## src/rtl/note_panel_pkg.sv

```systemverilog
// Shared types and constants for the tuner note panel pixel generator:
// controller state encoding, panel colours and the box placement helper.
package note_panel_pkg;

  typedef enum logic [1:0] {
    IDLE = 2'd0,
    TUNE = 2'd1,
    PLAY = 2'd2
  } state_t;

  // Colours in 3-bit RGB order {r, g, b}; the top resizes them to RGB_W.
  localparam logic [2:0] BOX_C      = 3'b001;
  localparam logic [2:0] HILITE_C   = 3'b010;
  localparam logic [2:0] PLAY_C     = 3'b100;
  localparam logic [2:0] PLAY_ACT_C = 3'b110;

  // Left-edge x coordinate of note box k; evaluated at elaboration only.
  function automatic int box_left(input int k, input int x0, input int box_w, input int gap);
    return x0 + k * (box_w + gap);
  endfunction

endpackage

```

## src/rtl/note_panel_graph_if.sv

```systemverilog
// Pixel/tuner/play signal bundle between the video/tuner side (master)
// and the note panel generator (slave).
interface note_panel_graph_if #(
  parameter int N_NOTES = 8,
  parameter int COORD_W = 10,
  parameter int RGB_W   = 3
);
  import note_panel_pkg::*;

  localparam int IDX_W = $clog2(N_NOTES);

  logic               video_on;
  logic [COORD_W-1:0] pix_x;
  logic [COORD_W-1:0] pix_y;
  logic               frame_tick;
  logic               note_valid;
  logic [IDX_W-1:0]   note_idx;
  logic               play_req;
  logic               play_busy;
  logic [IDX_W-1:0]   play_note;
  logic               play_strobe;
  logic               graph_on;
  logic [RGB_W-1:0]   graph_rgb;

  modport master (
    output video_on, pix_x, pix_y, frame_tick, note_valid, note_idx, play_req,
    input  play_busy, play_note, play_strobe, graph_on, graph_rgb
  );

  modport slave (
    input  video_on, pix_x, pix_y, frame_tick, note_valid, note_idx, play_req,
    output play_busy, play_note, play_strobe, graph_on, graph_rgb
  );

endinterface

```

## src/rtl/note_box_hit.sv

```systemverilog
// Combinational inclusive rectangle test for one panel element.
module note_box_hit #(
  parameter int COORD_W = 10,
  parameter int X_L     = 0,
  parameter int X_R     = 0,
  parameter int Y_T     = 0,
  parameter int Y_B     = 0
) (
  input  logic [COORD_W-1:0] pix_x,
  input  logic [COORD_W-1:0] pix_y,
  output logic               hit
);

  localparam logic [COORD_W-1:0] XL = COORD_W'(X_L);
  localparam logic [COORD_W-1:0] XR = COORD_W'(X_R);
  localparam logic [COORD_W-1:0] YT = COORD_W'(Y_T);
  localparam logic [COORD_W-1:0] YB = COORD_W'(Y_B);

  // Pixel inside the rectangle, edges included.
  always_comb begin
    hit = (pix_x >= XL) && (pix_x <= XR) && (pix_y >= YT) && (pix_y <= YB);
  end

endmodule

```

## src/rtl/note_panel_graph.sv

```systemverilog
// Note panel pixel generator: a row of N_NOTES boxes plus a play button.
// Highlights the tuner's detected note (held HOLD_FRAMES frames) or steps
// through all notes during a play sequence (STEP_FRAMES frames per note).
// Optional feature macro: BLINK_EN -- the tuner highlight blinks every 8 frames.
module note_panel_graph
  import note_panel_pkg::*;
#(
  parameter int N_NOTES     = 8,
  parameter int COORD_W     = 10,
  parameter int RGB_W       = 3,
  parameter int X0          = 32,
  parameter int Y0          = 160,
  parameter int BOX_W       = 64,
  parameter int BOX_H       = 96,
  parameter int GAP         = 8,
  parameter int PLAY_X_L    = 280,
  parameter int PLAY_X_R    = 360,
  parameter int PLAY_Y_T    = 320,
  parameter int PLAY_Y_B    = 360,
  parameter int HOLD_FRAMES = 60,
  parameter int STEP_FRAMES = 30
) (
  input  logic             clk,
  input  logic             reset_n,
  note_panel_graph_if.slave bus
);

  localparam int IDX_W  = $clog2(N_NOTES);
  localparam int HOLD_W = $clog2(HOLD_FRAMES + 1);
  localparam int STEP_W = $clog2(STEP_FRAMES + 1);

  localparam logic [RGB_W-1:0] BOX_RGB      = RGB_W'(BOX_C);
  localparam logic [RGB_W-1:0] HILITE_RGB   = RGB_W'(HILITE_C);
  localparam logic [RGB_W-1:0] PLAY_RGB     = RGB_W'(PLAY_C);
  localparam logic [RGB_W-1:0] PLAY_ACT_RGB = RGB_W'(PLAY_ACT_C);

  state_t            state_reg, state_next;
  logic [IDX_W-1:0]  hi_idx_reg, hi_idx_next;
  logic [HOLD_W-1:0] hold_cnt_reg, hold_cnt_next;
  logic [STEP_W-1:0] step_cnt_reg, step_cnt_next;
  logic [IDX_W-1:0]  play_note_reg, play_note_next;
  logic              play_strobe_reg, play_strobe_next;
  logic              graph_on_reg, graph_on_next;
  logic [RGB_W-1:0]  graph_rgb_reg, graph_rgb_next;

  logic [N_NOTES-1:0] box_hit;
  logic               play_hit;
  logic               box_any;
  logic [IDX_W-1:0]   hit_idx;
  logic               note_ok;
  logic               hl_en;
  logic [IDX_W-1:0]   hl_idx;
  logic               hl_lit;

  // Out-of-range indices are only possible when N_NOTES is not a power of two.
  assign note_ok = bus.note_valid && ({1'b0, bus.note_idx} < (IDX_W + 1)'(N_NOTES));

  // One rectangle test per note box, placed at elaboration time.
  for (genvar gi = 0; gi < N_NOTES; gi++) begin : g_box
    note_box_hit #(
      .COORD_W(COORD_W),
      .X_L    (box_left(gi, X0, BOX_W, GAP)),
      .X_R    (box_left(gi, X0, BOX_W, GAP) + BOX_W - 1),
      .Y_T    (Y0),
      .Y_B    (Y0 + BOX_H - 1)
    ) u_hit (
      .pix_x(bus.pix_x),
      .pix_y(bus.pix_y),
      .hit  (box_hit[gi])
    );
  end

  note_box_hit #(
    .COORD_W(COORD_W),
    .X_L    (PLAY_X_L),
    .X_R    (PLAY_X_R),
    .Y_T    (PLAY_Y_T),
    .Y_B    (PLAY_Y_B)
  ) u_play_hit (
    .pix_x(bus.pix_x),
    .pix_y(bus.pix_y),
    .hit  (play_hit)
  );

  // Priority-encode box hits; the lowest index wins (boxes never overlap anyway).
  always_comb begin
    hit_idx = '0;
    box_any = |box_hit;
    for (int i = N_NOTES - 1; i >= 0; i--) begin
      if (box_hit[i]) hit_idx = IDX_W'(i);
    end
  end

  // Controller next-state: play_req beats note_valid; ticks only count when no play_req.
  always_comb begin
    state_next       = state_reg;
    hi_idx_next      = hi_idx_reg;
    hold_cnt_next    = hold_cnt_reg;
    step_cnt_next    = step_cnt_reg;
    play_note_next   = play_note_reg;
    play_strobe_next = 1'b0;
    case (state_reg)
      IDLE, TUNE: begin
        if (bus.play_req) begin
          state_next       = PLAY;
          play_note_next   = '0;
          step_cnt_next    = '0;
          play_strobe_next = 1'b1;
        end else if (note_ok) begin
          state_next    = TUNE;
          hi_idx_next   = bus.note_idx;
          hold_cnt_next = '0;
        end else if (state_reg == TUNE && bus.frame_tick) begin
          if (hold_cnt_reg == HOLD_W'(HOLD_FRAMES - 1)) begin
            state_next    = IDLE;
            hold_cnt_next = '0;
          end else begin
            hold_cnt_next = hold_cnt_reg + HOLD_W'(1);
          end
        end
      end
      PLAY: begin
        if (bus.frame_tick) begin
          if (step_cnt_reg == STEP_W'(STEP_FRAMES - 1)) begin
            step_cnt_next = '0;
            if (play_note_reg == IDX_W'(N_NOTES - 1)) begin
              state_next = IDLE;
            end else begin
              play_note_next   = play_note_reg + IDX_W'(1);
              play_strobe_next = 1'b1;
            end
          end else begin
            step_cnt_next = step_cnt_reg + STEP_W'(1);
          end
        end
      end
      default: state_next = IDLE;
    endcase
  end

  // Controller state registers.
  always_ff @(posedge clk) begin
    if (!reset_n) begin
      state_reg       <= IDLE;
      hi_idx_reg      <= '0;
      hold_cnt_reg    <= '0;
      step_cnt_reg    <= '0;
      play_note_reg   <= '0;
      play_strobe_reg <= 1'b0;
    end else begin
      state_reg       <= state_next;
      hi_idx_reg      <= hi_idx_next;
      hold_cnt_reg    <= hold_cnt_next;
      step_cnt_reg    <= step_cnt_next;
      play_note_reg   <= play_note_next;
      play_strobe_reg <= play_strobe_next;
    end
  end

`ifdef BLINK_EN
  logic [2:0] blink_cnt_reg, blink_cnt_next;
  logic       blink_off_reg, blink_off_next;

  // Blink phase: restart lit on entry to TUNE, flip every 8 counted frames.
  always_comb begin
    blink_cnt_next = blink_cnt_reg;
    blink_off_next = blink_off_reg;
    if (state_reg == IDLE && state_next == TUNE) begin
      blink_cnt_next = '0;
      blink_off_next = 1'b0;
    end else if (state_reg == TUNE && bus.frame_tick && !bus.play_req) begin
      blink_cnt_next = blink_cnt_reg + 3'd1;
      if (blink_cnt_reg == 3'd7) blink_off_next = ~blink_off_reg;
    end
  end

  // Blink counter registers.
  always_ff @(posedge clk) begin
    if (!reset_n) begin
      blink_cnt_reg <= '0;
      blink_off_reg <= 1'b0;
    end else begin
      blink_cnt_reg <= blink_cnt_next;
      blink_off_reg <= blink_off_next;
    end
  end

  assign hl_lit = (state_reg == PLAY) || !blink_off_reg;
`else
  assign hl_lit = 1'b1;
`endif

  assign hl_en  = (state_reg != IDLE);
  assign hl_idx = (state_reg == PLAY) ? play_note_reg : hi_idx_reg;

  // Pixel colour: boxes above play button; highlight only on the active note.
  always_comb begin
    graph_on_next  = 1'b0;
    graph_rgb_next = '0;
    if (bus.video_on) begin
      if (box_any) begin
        graph_on_next  = 1'b1;
        graph_rgb_next = (hl_en && hl_lit && hit_idx == hl_idx) ? HILITE_RGB : BOX_RGB;
      end else if (play_hit) begin
        graph_on_next  = 1'b1;
        graph_rgb_next = (state_reg == PLAY) ? PLAY_ACT_RGB : PLAY_RGB;
      end
    end
  end

  // Single pipeline stage on the pixel outputs.
  always_ff @(posedge clk) begin
    if (!reset_n) begin
      graph_on_reg  <= 1'b0;
      graph_rgb_reg <= '0;
    end else begin
      graph_on_reg  <= graph_on_next;
      graph_rgb_reg <= graph_rgb_next;
    end
  end

  assign bus.play_busy   = (state_reg == PLAY);
  assign bus.play_note   = play_note_reg;
  assign bus.play_strobe = play_strobe_reg;
  assign bus.graph_on    = graph_on_reg;
  assign bus.graph_rgb   = graph_rgb_reg;

endmodule
```

## src/flat_wrapper.sv

```systemverilog
// flat-port wrapper written by rule: the top's interface ports become plain ports
module note_panel_graph_flat import note_panel_pkg::*;
#(
  parameter int N_NOTES     = 8,
  parameter int COORD_W     = 10,
  parameter int RGB_W       = 3,
  parameter int X0          = 32,
  parameter int Y0          = 160,
  parameter int BOX_W       = 64,
  parameter int BOX_H       = 96,
  parameter int GAP         = 8,
  parameter int PLAY_X_L    = 280,
  parameter int PLAY_X_R    = 360,
  parameter int PLAY_Y_T    = 320,
  parameter int PLAY_Y_B    = 360,
  parameter int HOLD_FRAMES = 60,
  parameter int STEP_FRAMES = 30
)
  (clk, reset_n, bus_video_on, bus_pix_x, bus_pix_y, bus_frame_tick, bus_note_valid, bus_note_idx, bus_play_req, bus_play_busy, bus_play_note, bus_play_strobe, bus_graph_on, bus_graph_rgb);
  note_panel_graph_if #(.N_NOTES(N_NOTES), .COORD_W(COORD_W), .RGB_W(RGB_W)) bus_i ();
  input  logic clk;
  input  logic reset_n;
  input wire logic [$bits(bus_i.video_on)-1:0] bus_video_on;
  input wire logic [$bits(bus_i.pix_x)-1:0] bus_pix_x;
  input wire logic [$bits(bus_i.pix_y)-1:0] bus_pix_y;
  input wire logic [$bits(bus_i.frame_tick)-1:0] bus_frame_tick;
  input wire logic [$bits(bus_i.note_valid)-1:0] bus_note_valid;
  input wire logic [$bits(bus_i.note_idx)-1:0] bus_note_idx;
  input wire logic [$bits(bus_i.play_req)-1:0] bus_play_req;
  output wire logic [$bits(bus_i.play_busy)-1:0] bus_play_busy;
  output wire logic [$bits(bus_i.play_note)-1:0] bus_play_note;
  output wire logic [$bits(bus_i.play_strobe)-1:0] bus_play_strobe;
  output wire logic [$bits(bus_i.graph_on)-1:0] bus_graph_on;
  output wire logic [$bits(bus_i.graph_rgb)-1:0] bus_graph_rgb;
  assign bus_i.video_on = bus_video_on;
  assign bus_i.pix_x = bus_pix_x;
  assign bus_i.pix_y = bus_pix_y;
  assign bus_i.frame_tick = bus_frame_tick;
  assign bus_i.note_valid = bus_note_valid;
  assign bus_i.note_idx = bus_note_idx;
  assign bus_i.play_req = bus_play_req;
  assign bus_play_busy = bus_i.play_busy;
  assign bus_play_note = bus_i.play_note;
  assign bus_play_strobe = bus_i.play_strobe;
  assign bus_graph_on = bus_i.graph_on;
  assign bus_graph_rgb = bus_i.graph_rgb;
  note_panel_graph #(.N_NOTES(N_NOTES), .COORD_W(COORD_W), .RGB_W(RGB_W), .X0(X0), .Y0(Y0), .BOX_W(BOX_W), .BOX_H(BOX_H), .GAP(GAP), .PLAY_X_L(PLAY_X_L), .PLAY_X_R(PLAY_X_R), .PLAY_Y_T(PLAY_Y_T), .PLAY_Y_B(PLAY_Y_B), .HOLD_FRAMES(HOLD_FRAMES), .STEP_FRAMES(STEP_FRAMES)) u_core (.clk(clk), .reset_n(reset_n), .bus(bus_i));
endmodule
```

## config.mk

```make
export PLATFORM = sky130hd
export DESIGN_NAME = note_panel_graph_flat
export DESIGN_NICKNAME = d
export VERILOG_FILES = /design/src/rtl/note_panel_pkg.sv /design/src/rtl/note_panel_graph_if.sv /design/src/rtl/note_box_hit.sv /design/src/rtl/note_panel_graph.sv /design/src/flat_wrapper.sv
export SDC_FILE = /design/constraint.sdc
export NUM_CORES = 1
export LEC_CHECK = 0
export CAP_MARGIN = 15
export CELL_PAD_IN_SITES_DETAIL_PLACEMENT = 0
export CELL_PAD_IN_SITES_GLOBAL_PLACEMENT = 1
export CORE_AREA = 5 5 72 74
export DETAILED_ROUTE_END_ITERATION = 16
export DIE_AREA = 0 0 77 79
export PLACE_DENSITY = 0.93
export SETUP_SLACK_MARGIN = 0.02
export SYNTH_ARGS = -nofsm -noshare
export SYNTH_HDL_FRONTEND = slang
export SYNTH_HIERARCHICAL = 1
export SYNTH_SLANG_ARGS = --single-unit
```

## constraint.sdc

```tcl
create_clock -name clk -period 4 [get_ports clk]
set_input_delay 0.6 -clock clk [delete_from_list [all_inputs] [get_ports clk]]
set_output_delay 0.6 -clock clk [all_outputs]
set_load 0.01 [all_outputs]
```

Word-level counts from Yosys, hierarchy flattened
Index checks and enable logic that the tools add are counted.
Word-level totals
  output and inout port bits: 9
  bits in read-only memories: 0
  register bits after elaboration: 24
  latch bits: 0
  input bits: 29
  logic and storage cells: 128
  bits in writable memories: 0
  memories: 0
Operators by class
  eq/ne operators: 13
  magnitude comparators: 22
  add/sub/neg operators: 3
  mux-type cells: 40
  multipliers: 0
  reduce and logical (&&, ||, !) cells: 41
  div/mod/pow operators: 0
  shifts and indexed selects: 0
  bitwise operators: 1
Operators by type and width (number)
  >= comparator 10 x 9 -> 1 bit, second input constant: 5
  less-or-equal comparator 10 x 9 -> 1 bit, second input constant: 5
  2-to-1 mux 3 bit: 15
  >= comparator 10 x 8 -> 1 bit, second input constant: 3
  less-or-equal comparator 10 x 8 -> 1 bit, second input constant: 3
  logical AND 1 bit: 29
  less-or-equal comparator 10 bit, second input constant: 2
  2-to-1 mux 2 bit: 9
  2-to-1 mux 6 bit: 3
  2-to-1 mux 5 bit: 3
  >= comparator 10 bit, second input constant: 1
  >= comparator 10 x 6 -> 1 bit, second input constant: 1
  >= comparator 10 x 7 -> 1 bit, second input constant: 1
  less-or-equal comparator 10 x 7 -> 1 bit, second input constant: 1
  one-hot mux 5 bit (2 select lines): 1
  AND reduction 5 bit: 2
  AND reduction 3 bit: 3
  != test 4 x 3 -> 1 bit, second input constant: 2
  OR reduction 8 bit: 1
  adder 6 x 1 -> 6 bit, second input constant: 1
  equality test 6 bit, second input constant: 1
  2-to-1 mux 1 bit: 6
  != test 2 bit, second input constant: 3
  one-hot mux 3 bit (2 select lines): 1
  other kinds (15): 18

Longest topological paths before layout
Gate-level depths: netlist of run 1.
  depth in word-level cells: 16
  depth in mapped cells: 8
  gate-level depth less buffers: 8

Modules after synthesis
Netlist of run 1, hierarchy kept.
Modules (own cells, without submodules)
  note_panel_graph: cells each 147, area each 1275.0 µm², times used 1
  note_box_hit (u_core.u_play_hit): cells each 12, area each 100.1 µm², times used 1
  note_box_hit (u_core.g_box[2].u_hit): cells each 6, area each 52.6 µm², times used 1
  note_box_hit (u_core.g_box[7].u_hit): cells each 6, area each 47.5 µm², times used 1
  note_box_hit (u_core.g_box[6].u_hit): cells each 8, area each 46.3 µm², times used 1
  note_box_hit (u_core.g_box[1].u_hit): cells each 6, area each 43.8 µm², times used 1
  note_box_hit (u_core.g_box[5].u_hit): cells each 7, area each 43.8 µm², times used 1
  note_box_hit (u_core.g_box[3].u_hit): cells each 8, area each 42.5 µm², times used 1
  note_box_hit (u_core.g_box[0].u_hit): cells each 4, area each 38.8 µm², times used 1
  note_box_hit (u_core.g_box[4].u_hit): cells each 4, area each 31.3 µm², times used 1

Worst setup path after synthesis of run 1
No wires, ideal clock.
  path type: input to register
  start point: input bus_pix_x[9]
  end point: register u_core.graph_rgb_reg[1] (netlist: u_core/bus.graph_rgb[1])
  required time: 3.931 ns
  path slack: 1.831 ns
  cell stages on the path: 7
  arrival: 2.100 ns
  cell sequence: or4b_1 > a2111oi_2 > nor2b_1 > o21bai_1 > a21o_1 > nand4b_1 > o21ai_1
Between the ends
  elaborated cells between the ends (all ways): 59
RTL lines
  from (decl): RTL line flat_wrapper.sv:24  | input wire logic [$bits(bus_i.pix_x)-1:0] bus_pix_x;
  >= comparator 10 x 8 -> 1 bit / less-or-equal comparator 10 x 8 -> 1 bit (equally long branches): RTL line note_box_hit.sv:21  | hit = (pix_x >= XL) && (pix_x <= XR) && (pix_y >= YT) && (pix_y <= YB);
  logical AND 1 bit (*) (3 in a row): RTL line note_box_hit.sv:21
  named net u_core.box_hit[2]: RTL line note_panel_graph.sv:46  | logic [N_NOTES-1:0] box_hit;
  2-to-1 mux 3 bit (3 in a row): RTL line note_panel_graph.sv:90  | if (box_hit[i]) hit_idx = IDX_W'(i);
  equality test 3 bit: RTL line note_panel_graph.sv:203  | graph_rgb_next = (hl_en && hl_lit && hit_idx == hl_idx) ? HILITE_RGB : BOX_RGB;
  logical AND 1 bit: RTL line note_panel_graph.sv:203
  2-to-1 mux 2 bit: RTL line note_panel_graph.sv:203
  2-to-1 mux 3 bit (*): RTL line note_panel_graph.sv:201  | if (box_any) begin
  to (signal assigned): RTL line note_panel_graph.sv:218  | graph_rgb_reg <= graph_rgb_next;
  to (decl): RTL line note_panel_graph.sv:44  | logic [RGB_W-1:0] graph_rgb_reg, graph_rgb_next;
The timed path passes the listed nets; every way through them passes the cells marked *.
A chain may end at the register's enable or synchronous reset.

Worst setup path after layout of run 1
  start point: input bus_pix_x[5]
  end point: register u_core.graph_rgb_reg[1] (netlist: u_core/bus.graph_rgb[1])
Between the ends
  elaborated cells between the ends (all ways): 59
RTL lines (RTL line)
  >= comparator 10 x 9 -> 1 bit / less-or-equal comparator 10 bit (equally long branches): note_box_hit.sv:21
  logical AND 1 bit (*) (3 in a row): note_box_hit.sv:21
  named net u_core.box_hit[6]: note_panel_graph.sv:46
  2-to-1 mux 3 bit (7 in a row): note_panel_graph.sv:90
  equality test 3 bit: note_panel_graph.sv:203
  logical AND 1 bit: note_panel_graph.sv:203
  2-to-1 mux 2 bit: note_panel_graph.sv:203
  2-to-1 mux 3 bit (*): note_panel_graph.sv:201
Marks and branches as above.

==> results of run 1 <==
## synth_stat cells, drive strengths merged, types with 2 or more instances
library cell / count
o211a: 2
inv: 4
a22oi: 2
o211ai: 3
and2: 2
a211oi: 2
nor2b: 7
a21oi: 9
nor4: 2
a21o: 2
mux2i: 2
o21ai: 9
clkbuf: 2
nor3: 7
nor2: 30
nor4b: 4
nand3b: 4
nand3: 14
dfxtp: 24
nand2b: 4
ha: 5
a21boi: 4
nand2: 18
nand4: 8
xor2: 10
buf: 2
or4b: 3
a2111oi: 2
xnor2: 2
## final timing paths
path                                             from                                    to  slack [ns]  cells after the start
hold / removal      u_core/hi_idx_reg[0]$_SDFFE_PN0P_     u_core/hi_idx_reg[0]$_SDFFE_PN0P_        0.47                      2
setup reg to reg  u_core/step_cnt_reg[1]$_SDFFE_PN0P_  u_core/bus.play_note[1]$_SDFFE_PN0P_        2.36                      7
setup / recovery                         bus_pix_x[5]    u_core/bus.graph_rgb[1]$_SDFF_PN0_        1.24                      9
hold reg to reg     u_core/hi_idx_reg[0]$_SDFFE_PN0P_     u_core/hi_idx_reg[0]$_SDFFE_PN0P_        0.47                      2
## cells by family (layout without fill, tap and decap cells)
logic type | after synthesis | after routing | share of synthesized area (%)
xor+xnor | 12 | 12 | 6.10
fa+ha+maj | 5 | 5 | 3.63
simple gates | 113 | 113 | 38.0
mux | 3 | 3 | 2.03
buf+inv | 8 | 45 | 2.69
compound gates | 43 | 43 | 19.6
flops | 24 | 24 | 27.9
## metal layers
| metal | track usage [%] | part of all wire (%) | vias to the layer above |
|---|---|---|---|
| met3 | 2.83 | 5.1 | 2 |
| met4 | 2.92 | 0.55 | 0 |
| li1 | - | - | 839 |
| met2 | 21.6 | 46 | 27 |
| met5 | 0 | 0 | - |
| met1 | 19.2 | 49 | 752 |
## power by group
| part | total (mW) | switching (mW) | internal (mW) |
|---|---|---|---|
| Clock | 0.160 | 0.0728 | 0.0877 |
| Sequential | 0.253 | 0.00748 | 0.246 |
| Combinational | 0.121 | 0.0616 | 0.0591 |
## cells in the final DEF, fill, tap and decap left out, drive strengths merged, types with 2 or more instances in the layout
cell type      Yosys  layout
clkdlybuf4s50      0      37
nor2              30      30
dfxtp             24      24
nand2             18      18
nand3             14      14
xor2              10      10
a21oi              9       9
o21ai              9       9
nand4              8       8
nor2b              7       7
nor3               7       7
ha                 5       5
clkbuf             2       4
a21boi             4       4
nand3b             4       4
nand2b             4       4
inv                4       4
nor4b              4       4
o211ai             3       3
or4b               3       3
xnor2              2       2
and2               2       2
a22oi              2       2
nor4               2       2
mux2i              2       2
o211a              2       2
a2111oi            2       2
a21o               2       2
a211oi             2       2
## layout make-up
class / count / share of cell area [%]
Clock buffer: 4 / 2.52
Multi-Input combinational cell: 176 / 54.7
Inverter: 4 / 0.688
Sequential cell: 24 / 22.0
Tap cell: 54 / 3.09
Timing Repair Buffer: 37 / 17.0
## worst min-delay path, delay by kind of cell (launching register included)
kind,cells,cell delay (ns)
DFF,1,0.31
AOI/OAI and AO/OA,1,0.06
and+or+nand+nor,1,0.05
==> results.md, run 1 <==
* Outcome: finished clean
* Total chip power at ~0.53 mW
* Syn nets at 242
* Net count of the finished layout at 280
* Static leakage at 0.785 nW
* Hold Crit Class: reg -> reg
* Remaining global-route overflow at 0
* Average detailed-routed wire length per instance at 13.4 microns
* Ant. Diodes at 0
* Cell taking the most area after synthesis: dfxtp_1
* Number of enable-type register cells in the synthesized netlist at 0
* Final cell count without fillers at 299
* Leading post-synthesis cells by cell area: dfxtp_1, nor2_1, xor2_1
* Final wirelength at 3.99 mm
* IO Pins at 38
* CP Capture Type: flip-flop
* Max-capacitance violation count at 0
* Number of buffer and inverter instances along the worst setup path at 1
* Floorplan Core Area at 4540 sq um
* PwrDens at approximately 240 nW/um^2
* Slew HR at 59.5%
* Critical path arrival at 2.96 ns
* Die Y-Extent at 79 microns
* Critical-path cell with the highest stage delay: clkdlybuf4s50_1
* Flop and latch count out of synthesis at 24
* Yosys warning count at 6
* Data required time of the critical path at roughly 4.2 ns
* Fin worst setup slack at ~1.2 ns
* Async SR Flop Fraction at 0%
* X dimension of the die at 77 microns
* Layout Cell Area excl Fill at 2180 sq um
* RSZ-0062 raised after global routing: no
* Final ANT Viol Nets at 0
* Highest cell delay on the worst timing path at ~0.70 ns
* Placer congestion estimate at approximately 0.79
* Post-placement worst setup slack at 1.00 ns
* Tcrit/Tclk final at 69.0%
* Post-synthesis sequential area ratio at 27.9%
* Post_cts resized at 0
* Area of the mapped netlist at 1720 sq um
* Synth unique cells at 59
* Primary FF master, synth: dfxtp_1
* Achievable Freq at roughly 360 MHz
* Initial Util at 38.0%
* CTS Sinks at 24
* Wire length of the first global-routing pass at 7.11 mm
* Worst slack on hold paths at 0.472 ns
* CTS clock-pin slew for the worst setup and hold paths at ~0.080 ns
* TritonCTS clock tree: yes
* Clk Tree Root Cell: clkbuf_8
* Layout cells sized above 1 at 10.2%
* Maximum resistive drop on vdd at between 0.0002 and 0.0003 V
* Worst clock skew on the final layout at 0.00277 ns
* Filler cell count in the final layout at 434
* Number of setup buffers added after CTS at 0
* Critical Path Fanout Max at 10
* Total CTS buffers at 3
* Cts-stage hold buffer count at 0
* Flip-flop count of the largest register after layout at 6
* Transition time at the pin with the least slew margin at roughly 0.60 ns
* Setup TNS Final at 0 ns
* Via-to-Cell Ratio at 5.42
* Insertion delay of the later-clocked pin in the worst-skew pair at roughly 0.26 ns
* Utilization of the core after routing at approximately 48%
* Input/output buffers at 37
* Top delay family on crit path: simple AND/OR/NAND/NOR gates
* Total placed instance area at 2130 sq um
* Post-detailed-route DRC marker count at 0
* Count of final max-slew check failures at 0
* First-pass iteration count of the detailed router at 6
* H-Tree Level Count at 1
* Cell count after synthesis at 208
* Syn_area_per_cell at approximately 8.3 sq um
* Placed insts at about 300
* Full die area at roughly 6100 sq um
* Top-area cell type share of the netlist area at about 28%
* Overall track demand over capacity in global routing at around 14%
* Area occupied by multi-input gates at 1190 sq um
* Number of global-route vias before repair at 1,544
* Detailed Route Iter0 Violations at approximately 120
* Critical path, cell by cell: clkdlybuf4s50_1 > nor2_1 > or4b_1 > a21oi_1 > nor2_1 > o31ai_1 > a21oi_1 > nand4b_1 > o21ai_1
* Flip-flop and latch area at 480 sq um
* Area growth from synthesis to layout at 26.8%
* Maximum buffer depth of the clock tree at 2
* Final number of hold-violating endpoints at 0
* Pin count of the biggest net entering global routing at 15
* Number of vias in the routed layout at between 1,500 and 2,000
* Kind of critical path: in -> reg
* Final HPWL DP at 3.05 mm
* Antenna violations before repair at 0
* Shortest clock period the worst path allows after layout at 2.76 ns
* Setup-violating endpoint count in the final report at 0
* Row count at 25
* Crit path launch type: input port
Note: power is estimated with default switching activity, not from simulation.
==> inputs of run 2 (changes only) <==
--- a/config.mk
+++ b/config.mk
@@ -8,10 +8,10 @@
 export CAP_MARGIN = 15
 export CELL_PAD_IN_SITES_DETAIL_PLACEMENT = 0
 export CELL_PAD_IN_SITES_GLOBAL_PLACEMENT = 1
-export CORE_AREA = 5 5 72 74
+export CORE_AREA = 5 5 75 77
 export DETAILED_ROUTE_END_ITERATION = 16
-export DIE_AREA = 0 0 77 79
-export PLACE_DENSITY = 0.93
+export DIE_AREA = 0 0 80 82
+export PLACE_DENSITY = 0.87
 export SETUP_SLACK_MARGIN = 0.02
 export SYNTH_ARGS = -nofsm -noshare
 export SYNTH_HDL_FRONTEND = slang
==> constraint.sdc (replaced) <==
create_clock -name clk -period 2.8 [get_ports clk]
set_input_delay 0.42 -clock clk [delete_from_list [all_inputs] [get_ports clk]]
set_output_delay 0.42 -clock clk [all_outputs]
set_load 0.01 [all_outputs]
==> results.md, run 2 (synthesized netlist as in run 1, its figures left out) <==
* Maximum resistive drop on vdd at 0.000257 V (was 0.000285 V)
* Area growth from synthesis to layout at 32.3% (was 26.8%)
* Die Y-Extent at 82 microns (was 79 microns)
* Most frequent standard cell in the layout excluding fill and tap cells: clkdlybuf4s50_1 (unchanged)
* Flip-flop count of the largest register after layout at 6 (unchanged)
* Critical path startpoint: bus_pix_x[5] (unchanged)
* Final number of hold-violating endpoints at 0 (unchanged)
* CTS clock-pin slew for the worst setup and hold paths at 0.08 ns (about the same)
* Critical-path cell with the highest stage delay: nor4_1 (was clkdlybuf4s50_1)
* Commonest non-fill, non-tap cells in the layout: clkdlybuf4s50_1, nor2_1, dfxtp_1, nand2_1, nand3_1 (unchanged)
* CTS Sinks at 24 (unchanged)
* Average detailed-routed wire length per instance at 13.0 microns (was 13.4 microns)
* TritonCTS clock tree: yes (unchanged)
* Static leakage at 0.833 nW (was 0.785 nW)
* Kind of critical path: in -> reg (unchanged)
* Total CTS buffers at 3 (unchanged)
* First-pass iteration count of the detailed router at 4 (was 6)
* PwrDens at 342 nW/um^2 (was 245 nW/um^2)
* Cts-stage hold buffer count at 0 (unchanged)
* Clk Tree Root Cell: clkbuf_8 (unchanged)
* H-Tree Level Count at 1 (unchanged)
* Overall track demand over capacity in global routing at 13.8% (was 13.7%)
* Net count of the finished layout at 290 (was 280)
* Outcome: finished clean (unchanged)
* Floorplan Core Area at 4940 sq um (was 4540 sq um)
* Worst slack on hold paths at 0.476 ns (was 0.472 ns)
* Area occupied by multi-input gates at 1190 sq um (unchanged)
* Hold Crit Class: reg -> reg (unchanged)
* X dimension of the die at 80 microns (was 77 microns)
* Transition time at the pin with the least slew margin at 0.603 ns (was 0.601 ns)
* Final HPWL DP at 3.31 mm (was 3.05 mm)
* Post_cts resized at 0 (unchanged)
* Endpoint of the most critical setup path: u_core/bus.graph_rgb[1]$_SDFF_PN0_ (unchanged)
* Final ANT Viol Nets at 0 (unchanged)
* Data required time of the critical path at 2.97 ns (was 4.20 ns)
* Wire length of the first global-routing pass at 7.26 mm (was 7.11 mm)
* Antenna violations before repair at 0 (unchanged)
* Post-detailed-route DRC marker count at 0 (unchanged)
* Number of vias in the routed layout at 1,666 (was 1,620)
* Critical register-to-register path endpoint: u_core/bus.play_note[1]$_SDFFE_PN0P_ (unchanged)
* Tcrit/Tclk final at between 80% and 90%
* Setup TNS Final at 0 ns (unchanged)
* Number of global-route vias before repair at 1,575 (was 1,544)
* Critical path, cell by cell: clkdlybuf4s50_1 > buf_4 > nand3_1 > nand3_1 > a21oi_1 > nor4_1 > nand3_1 > nand3_1 > nand2b_1 > o21ai_1 (was clkdlybuf4s50_1 > nor2_1 > or4b_1 > a21oi_1 > nor2_1 > o31ai_1 > a21oi_1 > nand4b_1 > o21ai_1)
* Critical Path Fanout Max at 6 (was 10)
* Layout cells sized above 1 at 13.7% (was 10.2%)
* Slew HR at 59.5% (about the same)
* Initial Util at 34.8% (was 38.0%)
* IO Pins at 38 (unchanged)
* CP Capture Type: flip-flop (unchanged)
* Detailed Route Iter0 Violations at 115 (was 121)
* Worst-case register-to-register setup slack at 1.20 ns (was 2.36 ns)
* Shortest clock period the worst path allows after layout at roughly 2.4 ns
* RSZ-0062 raised after global routing: no (unchanged)
* Final wirelength at 4.22 mm (was 3.99 mm)
* Ant. Diodes at 0 (unchanged)
* Critical path arrival at 2.59 ns (was 2.96 ns)
* Placer congestion estimate at 0.847 (was 0.790)
* Highest cell delay on the worst timing path at 0.58 ns (was 0.70 ns)
* Cell repeated most along the worst path: nand3_1
* Max-capacitance violation count at 0 (unchanged)
* FF-to-FF Start: u_core/step_cnt_reg[1]$_SDFFE_PN0P_ (unchanged)
* Full die area at 6560 sq um (was 6080 sq um)
* Filler cell count in the final layout at 513 (was 434)
* Insertion delay of the later-clocked pin in the worst-skew pair at 0.27 ns (was 0.26 ns)
* Crit path launch type: input port (unchanged)
* Input/output buffers at 37 (unchanged)
* Count of final max-slew check failures at 0 (unchanged)
* Cells on worst reg2reg path at 7 (unchanged)
* Maximum buffer depth of the clock tree at 2 (unchanged)
* Row count at 26 (was 25)
* Flip-flop and latch area at 480 sq um (unchanged)
* Pin count of the biggest net entering global routing at 15 (unchanged)
* Via-to-Cell Ratio at 5.13 (was 5.42)
* Remaining global-route overflow at 0 (unchanged)
* Achievable Freq at 413 MHz
* Setup-violating endpoint count in the final report at 0 (unchanged)
* Number of setup buffers added after CTS at 0 (unchanged)
* Worst clock skew on the final layout at 0.000974 ns (was 0.00277 ns)
-- run 2: cell types whose count changed in the layout (fill, tap and decap cells not counted), sizes merged --
cell	previous run	this run
buf	0	10
-- run 2: worst max-delay path: cells and delay by family --
kind / cells / cell delay [ns]
AND/OR/NAND/NOR: 6 / 1.29
AO/OA/AOI/OAI: 2 / 0.15
buffers and inverters: 2 / 0.74
-- run 2: per-stage QoR --
step	instance area [sq um]	utilization (%)	worst slack, ns	power, mW	cells
3_5_place_dp	2220	45.0	0.0902	0.554	321
4_1_cts	2280	46.1	0.369	0.794	325
2_1_floorplan	1720	-	0.811	0.460	208
3_3_place_gp	2220	45.0	0.0743	0.553	321
6_report	2280	46.1	0.376	0.780	325
5_1_grt	2280	46.1	0.163	0.829	325
-- run 2: per-layer routing --
metal	global-route usage [%]	vias up	wire, microns
li1	-	864	-
met1	18.7	750	1980
met2	21.9	46	1950
met3	3.29	6	237
met4	3.89	0	53
met5	0	-	0
-- run 2: cell type report --
cell class / count / share of cell area (%)
multi-input cells: 176 / 52.4
inverters: 4 / 0.659
clock buffers: 4 / 2.42
flip-flops and latches: 24 / 21.1
repair buffers: 47 / 19.5
well taps: 70 / 3.84
-- run 2: worst min-delay path by stage --
stage,start,to,depth (start not counted)
after floorplan,u_core/hi_idx_reg[0]$_SDFFE_PN0P_,u_core/hi_idx_reg[0]$_SDFFE_PN0P_,2
after global placement,u_core/hi_idx_reg[0]$_SDFFE_PN0P_,u_core/hi_idx_reg[0]$_SDFFE_PN0P_,2
after detailed placement,u_core/hi_idx_reg[0]$_SDFFE_PN0P_,u_core/hi_idx_reg[0]$_SDFFE_PN0P_,2
after CTS,u_core/hi_idx_reg[0]$_SDFFE_PN0P_,u_core/hi_idx_reg[0]$_SDFFE_PN0P_,2
after global routing,u_core/hi_idx_reg[1]$_SDFFE_PN0P_,u_core/hi_idx_reg[1]$_SDFFE_PN0P_,2
final,u_core/hi_idx_reg[1]$_SDFFE_PN0P_,u_core/hi_idx_reg[1]$_SDFFE_PN0P_,2
-- run 2: power breakdown --
group          internal (mW)  switching, mW
sequential             0.351         0.0106
combinational         0.0936         0.0906
clock                  0.126          0.109
total                  0.571          0.210
==> inputs of run 3 (changes only) <==
==> constraint.sdc (replaced) <==
create_clock -name clk -period 2.8 [get_ports clk]
set_input_delay 0.42 -clock clk [delete_from_list [all_inputs] [get_ports clk]]
set_output_delay 0.42 -clock clk [all_outputs]
set_load 0.005 [all_outputs]
==> results of run 3 <==
The final DEF is identical to that of run 2. Status: finished clean.
Among the figures that moved: total power 0.780 mW -> 0.779 mW
